### src/rtl/sdr_cmd_arb.sv
// SDRAM command-bus scheduler: refresh interval timer, strict-priority refresh,
// round-robin read/write grants, and a combinational mux of the owning engine's command.
module sdr_cmd_arb #(
  parameter int REF_INTERVAL = 1250,
  parameter int MAX_PEND     = 7
) (
  input  logic        clk,
  input  logic        rst_n,
  input  logic        init_done,
  input  logic        wr_req,
  output logic        wr_ack,
  input  logic        rd_req,
  output logic        rd_ack,
  output logic        wr_start,
  input  logic        wr_exit,
  output logic        rd_start,
  input  logic        rd_exit,
  output logic        ref_start,
  input  logic        ref_exit,
  input  logic [2:0]  wr_cmd,
  input  logic [2:0]  rd_cmd,
  input  logic [2:0]  ref_cmd,
  input  logic [1:0]  wr_ba,
  input  logic [1:0]  rd_ba,
  input  logic [1:0]  ref_ba,
  input  logic [12:0] wr_a,
  input  logic [12:0] rd_a,
  input  logic [12:0] ref_a,
  output logic [2:0]  sdr_cmd,
  output logic [1:0]  sdr_ba,
  output logic [12:0] sdr_a,
  output logic [1:0]  owner,
  output logic        ref_overflow
);

  localparam int TW = $clog2(REF_INTERVAL);
  localparam logic [TW-1:0] TIMER_LAST = TW'(REF_INTERVAL - 1);
  localparam logic [2:0]    PEND_MAX   = 3'(MAX_PEND);

  localparam logic [1:0] OWN_NONE = 2'd0;
  localparam logic [1:0] OWN_REF  = 2'd1;
  localparam logic [1:0] OWN_WR   = 2'd2;
  localparam logic [1:0] OWN_RD   = 2'd3;

  typedef enum logic [2:0] {S_INIT, S_IDLE, S_REF, S_WR, S_RD} state_t;

  state_t        state_q, state_d;
  logic [1:0]    owner_q, owner_d;
  logic [TW-1:0] timer_q, timer_d;
  logic [2:0]    ref_pend_q, ref_pend_d;
  logic          rr_last_q, rr_last_d;
  logic          ref_overflow_q, ref_overflow_d;

  logic timer_wrap;
  logic pend_dec;
  logic grant_wr;
  logic grant_rd;

  assign timer_wrap = (state_q != S_INIT) && (timer_q == TIMER_LAST);

  // Contention resolves away from whichever side rr_last says went last.
  assign grant_wr = wr_req && (!rd_req || rr_last_q);
  assign grant_rd = rd_req && (!wr_req || !rr_last_q);

  always_comb begin
    state_d   = state_q;
    owner_d   = owner_q;
    rr_last_d = rr_last_q;
    ref_start = 1'b0;
    wr_start  = 1'b0;
    rd_start  = 1'b0;
    pend_dec  = 1'b0;

    case (state_q)
      S_INIT: begin
        if (init_done) state_d = S_IDLE;
      end
      S_IDLE: begin
        if (ref_pend_q != 3'd0) begin
          ref_start = 1'b1;
          state_d   = S_REF;
          owner_d   = OWN_REF;
        end else if (grant_wr) begin
          wr_start = 1'b1;
          state_d  = S_WR;
          owner_d  = OWN_WR;
          if (rd_req) rr_last_d = 1'b0;
        end else if (grant_rd) begin
          rd_start = 1'b1;
          state_d  = S_RD;
          owner_d  = OWN_RD;
          if (wr_req) rr_last_d = 1'b1;
        end
      end
      S_REF: begin
        if (ref_exit) begin
          pend_dec = 1'b1;
          state_d  = S_IDLE;
          owner_d  = OWN_NONE;
        end
      end
      S_WR: begin
        if (wr_exit) begin
          state_d = S_IDLE;
          owner_d = OWN_NONE;
        end
      end
      S_RD: begin
        if (rd_exit) begin
          state_d = S_IDLE;
          owner_d = OWN_NONE;
        end
      end
      default: begin
        state_d = S_INIT;
        owner_d = OWN_NONE;
      end
    endcase
  end

  // A wrap coinciding with ref_start is absorbed by the refresh being launched.
  always_comb begin
    timer_d        = timer_q + TW'(1);
    ref_pend_d     = ref_pend_q;
    ref_overflow_d = ref_overflow_q;

    if (state_q == S_INIT || timer_wrap) timer_d = '0;

    if (timer_wrap && !ref_start && !pend_dec) begin
      if (ref_pend_q == PEND_MAX) begin
        ref_overflow_d = 1'b1;
      end else begin
        ref_pend_d = ref_pend_q + 3'd1;
        if (ref_pend_q + 3'd1 == PEND_MAX) ref_overflow_d = 1'b1;
      end
    end else if (pend_dec && !timer_wrap) begin
      ref_pend_d = ref_pend_q - 3'd1;
    end
  end

  always_ff @(posedge clk or negedge rst_n) begin
    if (!rst_n) begin
      state_q        <= S_INIT;
      owner_q        <= OWN_NONE;
      timer_q        <= '0;
      ref_pend_q     <= 3'd0;
      rr_last_q      <= 1'b0;
      ref_overflow_q <= 1'b0;
    end else begin
      state_q        <= state_d;
      owner_q        <= owner_d;
      timer_q        <= timer_d;
      ref_pend_q     <= ref_pend_d;
      rr_last_q      <= rr_last_d;
      ref_overflow_q <= ref_overflow_d;
    end
  end

  always_comb begin
    sdr_cmd = 3'b111;
    sdr_ba  = 2'd0;
    sdr_a   = 13'd0;
    case (owner_q)
      OWN_REF: begin sdr_cmd = ref_cmd; sdr_ba = ref_ba; sdr_a = ref_a; end
      OWN_WR:  begin sdr_cmd = wr_cmd;  sdr_ba = wr_ba;  sdr_a = wr_a;  end
      OWN_RD:  begin sdr_cmd = rd_cmd;  sdr_ba = rd_ba;  sdr_a = rd_a;  end
      default: begin sdr_cmd = 3'b111;  sdr_ba = 2'd0;   sdr_a = 13'd0; end
    endcase
  end

  assign wr_ack       = wr_start;
  assign rd_ack       = rd_start;
  assign owner        = owner_q;
  assign ref_overflow = ref_overflow_q;

endmodule

### config.mk
export PLATFORM = sky130hd
export DESIGN_NAME = sdr_cmd_arb
export DESIGN_NICKNAME = d
export VERILOG_FILES = /design/src/rtl/sdr_cmd_arb.sv
export SDC_FILE = /design/constraint.sdc
export NUM_CORES = 1
export LEC_CHECK = 0
export BUFFER_PORTS_ARGS = -buffer_cell sky130_fd_sc_hd__buf_4
export CORE_ASPECT_RATIO = 2
export CORE_MARGIN = 1.5
export CORE_UTILIZATION = 50
export CTS_BUF_LIST = sky130_fd_sc_hd__clkbuf_8
export DETAILED_ROUTE_END_ITERATION = 8
export GPL_TIMING_DRIVEN = 0
export PLACE_DENSITY = 0.88
export SYNTH_ARGS = -nofsm -noshare
export SYNTH_HDL_FRONTEND = slang
export SYNTH_SLANG_ARGS = --single-unit
export TNS_END_PERCENT = 30
### constraint.sdc
create_clock -name clk -period 2.71 [get_ports clk]
set_input_delay 0.1355 -clock clk [delete_from_list [all_inputs] [get_ports clk]]
set_output_delay 0.1355 -clock clk [all_outputs]
set_load 0.05 [all_outputs]
==> results.ini <==
[synth]
synth_seq_area_share = 0.3167
synth_nets = 241
synth_top_area_frac = 0.3167
async_flop_share = 1.000
post_synth_num_cell_types = 44
synth_seq_cells = 21
synth_top_area_cell = dfrtp_1
synth-edff-count = 0
syn_avg_cell_area_um2 = 9.646
yosys_warnings = 0
yosys-top-cells-count = dfrtp_1 (21), nor2_1 (21), a22o_1 (16)
syn_inst = 172
synth_area_um2 = 1659
synth_ff_type = dfrtp_1
synthTopCellsByArea = dfrtp_1 (32%), mux2_2 (10%), a22o_1 (8.4%)

[place]
io_buffers = 87
dp_hpwl_um = 3675
globalplace.congestion = 0.8460
place_area_um2 = 2351
dp_slack_ps = 796.1
dp.cells = 290

[timing]
final.setup.tns_ps = 0
finalHoldViolations = 0
fin_ws_ps = 598.0
holdWs_ps = 176.1
finalClockSkew_ps = 1.483
tightestPinTransition_ps = 547.6
fin_crit_sh = 0.7793
timing.slew.headroom = 0.6349
period_needed_ps = 2112
slew_viol_final = 0
max_freq_mhz = 473.5
grt_setup_unrepaired = no
final-setup-viol-count = 0

[route]
finalWirelength_um = 4446
drc = 0
ant_nets = 0
wl_per_cell_um = 15.07
vias_per_cell = 5.508
first_pass_iters = 4
drt-initial-drc-count = 13
num_vias = 1625

[floorplan]
core_um2 = 3157
start_util = 0.5256
chipHeight_um = 84.46
rows = 29
die_x_um = 43.73
io_pins = 88
die_area_um2 = 3693

[grt]
grt_usage = 0.2529
antenna_found_initial = 0
grt_pass1_wl_um = 7224
grt-ovfl-total = 0
grt_max_degree = 22
grt_pass1_vias = 1635

[power]
powerDensity_nw_per_um2 = 1096
seq_power_share = 0.189
pwr-share-comb = 0.736
clkPwrFrac = 0.075
p_int_uw = 1245
power.switching_uw = 1393
vdd_drop_max_mv = 0.6904
p_leak_uw = 0.001183
switching_share = 0.5281

[clock_tree]
cts_max_level = 1
cts_tree = done
clock_sinks = 21
clkLatencyLatePin_ps = 250
numCtsBuffers = 3
clockRootBuffer = clkbuf_8
clk_pin_slew_ps = 70
cts_resized = 0
clk_path_buf_depth = 2

[layout]
drive_gt1_frac = 0.4583
design_area_um2 = 2407
area.growth.synth_to_final_pct = 45.10
antenna_cells = 0
stdcell_count = 295
n_fill_cell = 230
fin_nets = 334

[worst_setup_path]
cp_max_fo = 10
path_class = reg -> out
cp-end-kind = output pin
critPathTopFamily = simple AND/OR/NAND/NOR gates
worstPathArrival_ps = 1980
crit_top_cell = buf_4
crit_path_start_kind = flip-flop
cp.buffers_inverters = 3
cp.required_ps = 2570
cp_cell_sequence = buf_4 > or3b_4 > nor2_4 > nand2_1 > a21oi_1 > buf_4 > buf_4
slowest_stage = or3b_4
slowest_delay_ps = 420

[hold_path]
hold_class = in -> reg

[job]
drv_cap = 0

[status]
status = finished, final reports clean

==> power groups by stage <==
stage          clock network [µW]  registers, µW  logic (µW)
6_report                      198            498        1940
5_1_grt                       217            514        2080
3_5_place_dp                    0            505        1950
2_1_floorplan                   0            532        1390
4_1_cts                       204            499        1960
3_3_place_gp                    0            501        1930
==> repair_timing <==
action,4_1_cts,5_1_grt
endpoints found under the hold margin,21,0
buffers inserted,0,0
hold buffers,1,0
==> flip-flops by register name, summed over array words and instances, names as in the netlist <==
register      flops
ref_pend_q        3
rr_last_q         1
timer_q          11
state_q           3
ref_overflow      1
owner             2
==> cell usage in the layout (no fill, tap or decap), drive strengths merged, types with 4 or more instances in the layout <==
cell    count
a21oi       9
a22o       16
buf        92
clkbuf      9
dfrtp      21
ha          7
inv         7
mux2       17
mux2i       4
nand2      11
nand3       6
nor2       22
nor2b       4
xnor2       8
xor2        4
==> cell families after synthesis <==
group                      synth area share
AOI/OAI and AO/OA                    0.1682
xor gates and xnor gates            0.06335
adders and majority gates           0.05279
buffers and inverters               0.05279
DFF                                  0.3167
muxes                                0.1493
and+or+nand+nor                      0.1968
==> per-layer routing <==
layer	vias to the layer above	part of all wire	global-route usage
met1	753	0.32	0.2293
met4	0	0.026	0.1102
met2	68	0.59	0.5013
li1	796	-	-
met3	8	0.073	0.03656
met5	-	0	0
==> area by class of cell <==
| type | instances | area (µm²) | share of cell area |
|---|---|---|---|
| buffer | 11 | 61.31 | 0.02547 |
| tap | 31 | 38.79 | 0.01611 |
| multi-input combinational | 133 | 1046 | 0.4345 |
| clock buffer | 3 | 41.29 | 0.01715 |
| clock inverter | 1 | 5.005 | 0.002079 |
| sequential | 21 | 525.5 | 0.2183 |
| timing repair buffer | 88 | 663.1 | 0.2755 |
| inverter | 7 | 26.28 | 0.01091 |
==> worst paths after layout <==
| path | slack, ps | depth (start not counted) | start | endpoint |
|---|---|---|---|---|
| setup / recovery | 600 | 7 | state_q[1] | rd_start |
| hold / removal | 180 | 3 | rd_req | rr_last_q |
| setup reg to reg | 780 | 7 | ref_pend_q[0] | owner[1] |
| hold reg to reg | 490 | 1 | ref_overflow | ref_overflow |
| max in group asynchronous | 2170 | 2 | rst_n | timer_q[6] |
| min in group asynchronous | 320 | 2 | rst_n | ref_pend_q[0] |
==> metrics by stage <==
stage,power (µW),util
2_1_floorplan,1925,-
3_3_place_gp,2427,0.7447
3_5_place_dp,2455,0.7447
4_1_cts,2659,0.7626
5_1_grt,2808,0.7626
6_report,2638,0.7626
==> tightest hold or removal path: cells and delay by family <==
kind                      cells  cell delay [ps]
and+or+nand+nor               1               70
xor gates and xnor gates      1               60
buffers and inverters         1              120
(Power assumes the default switching activity.)
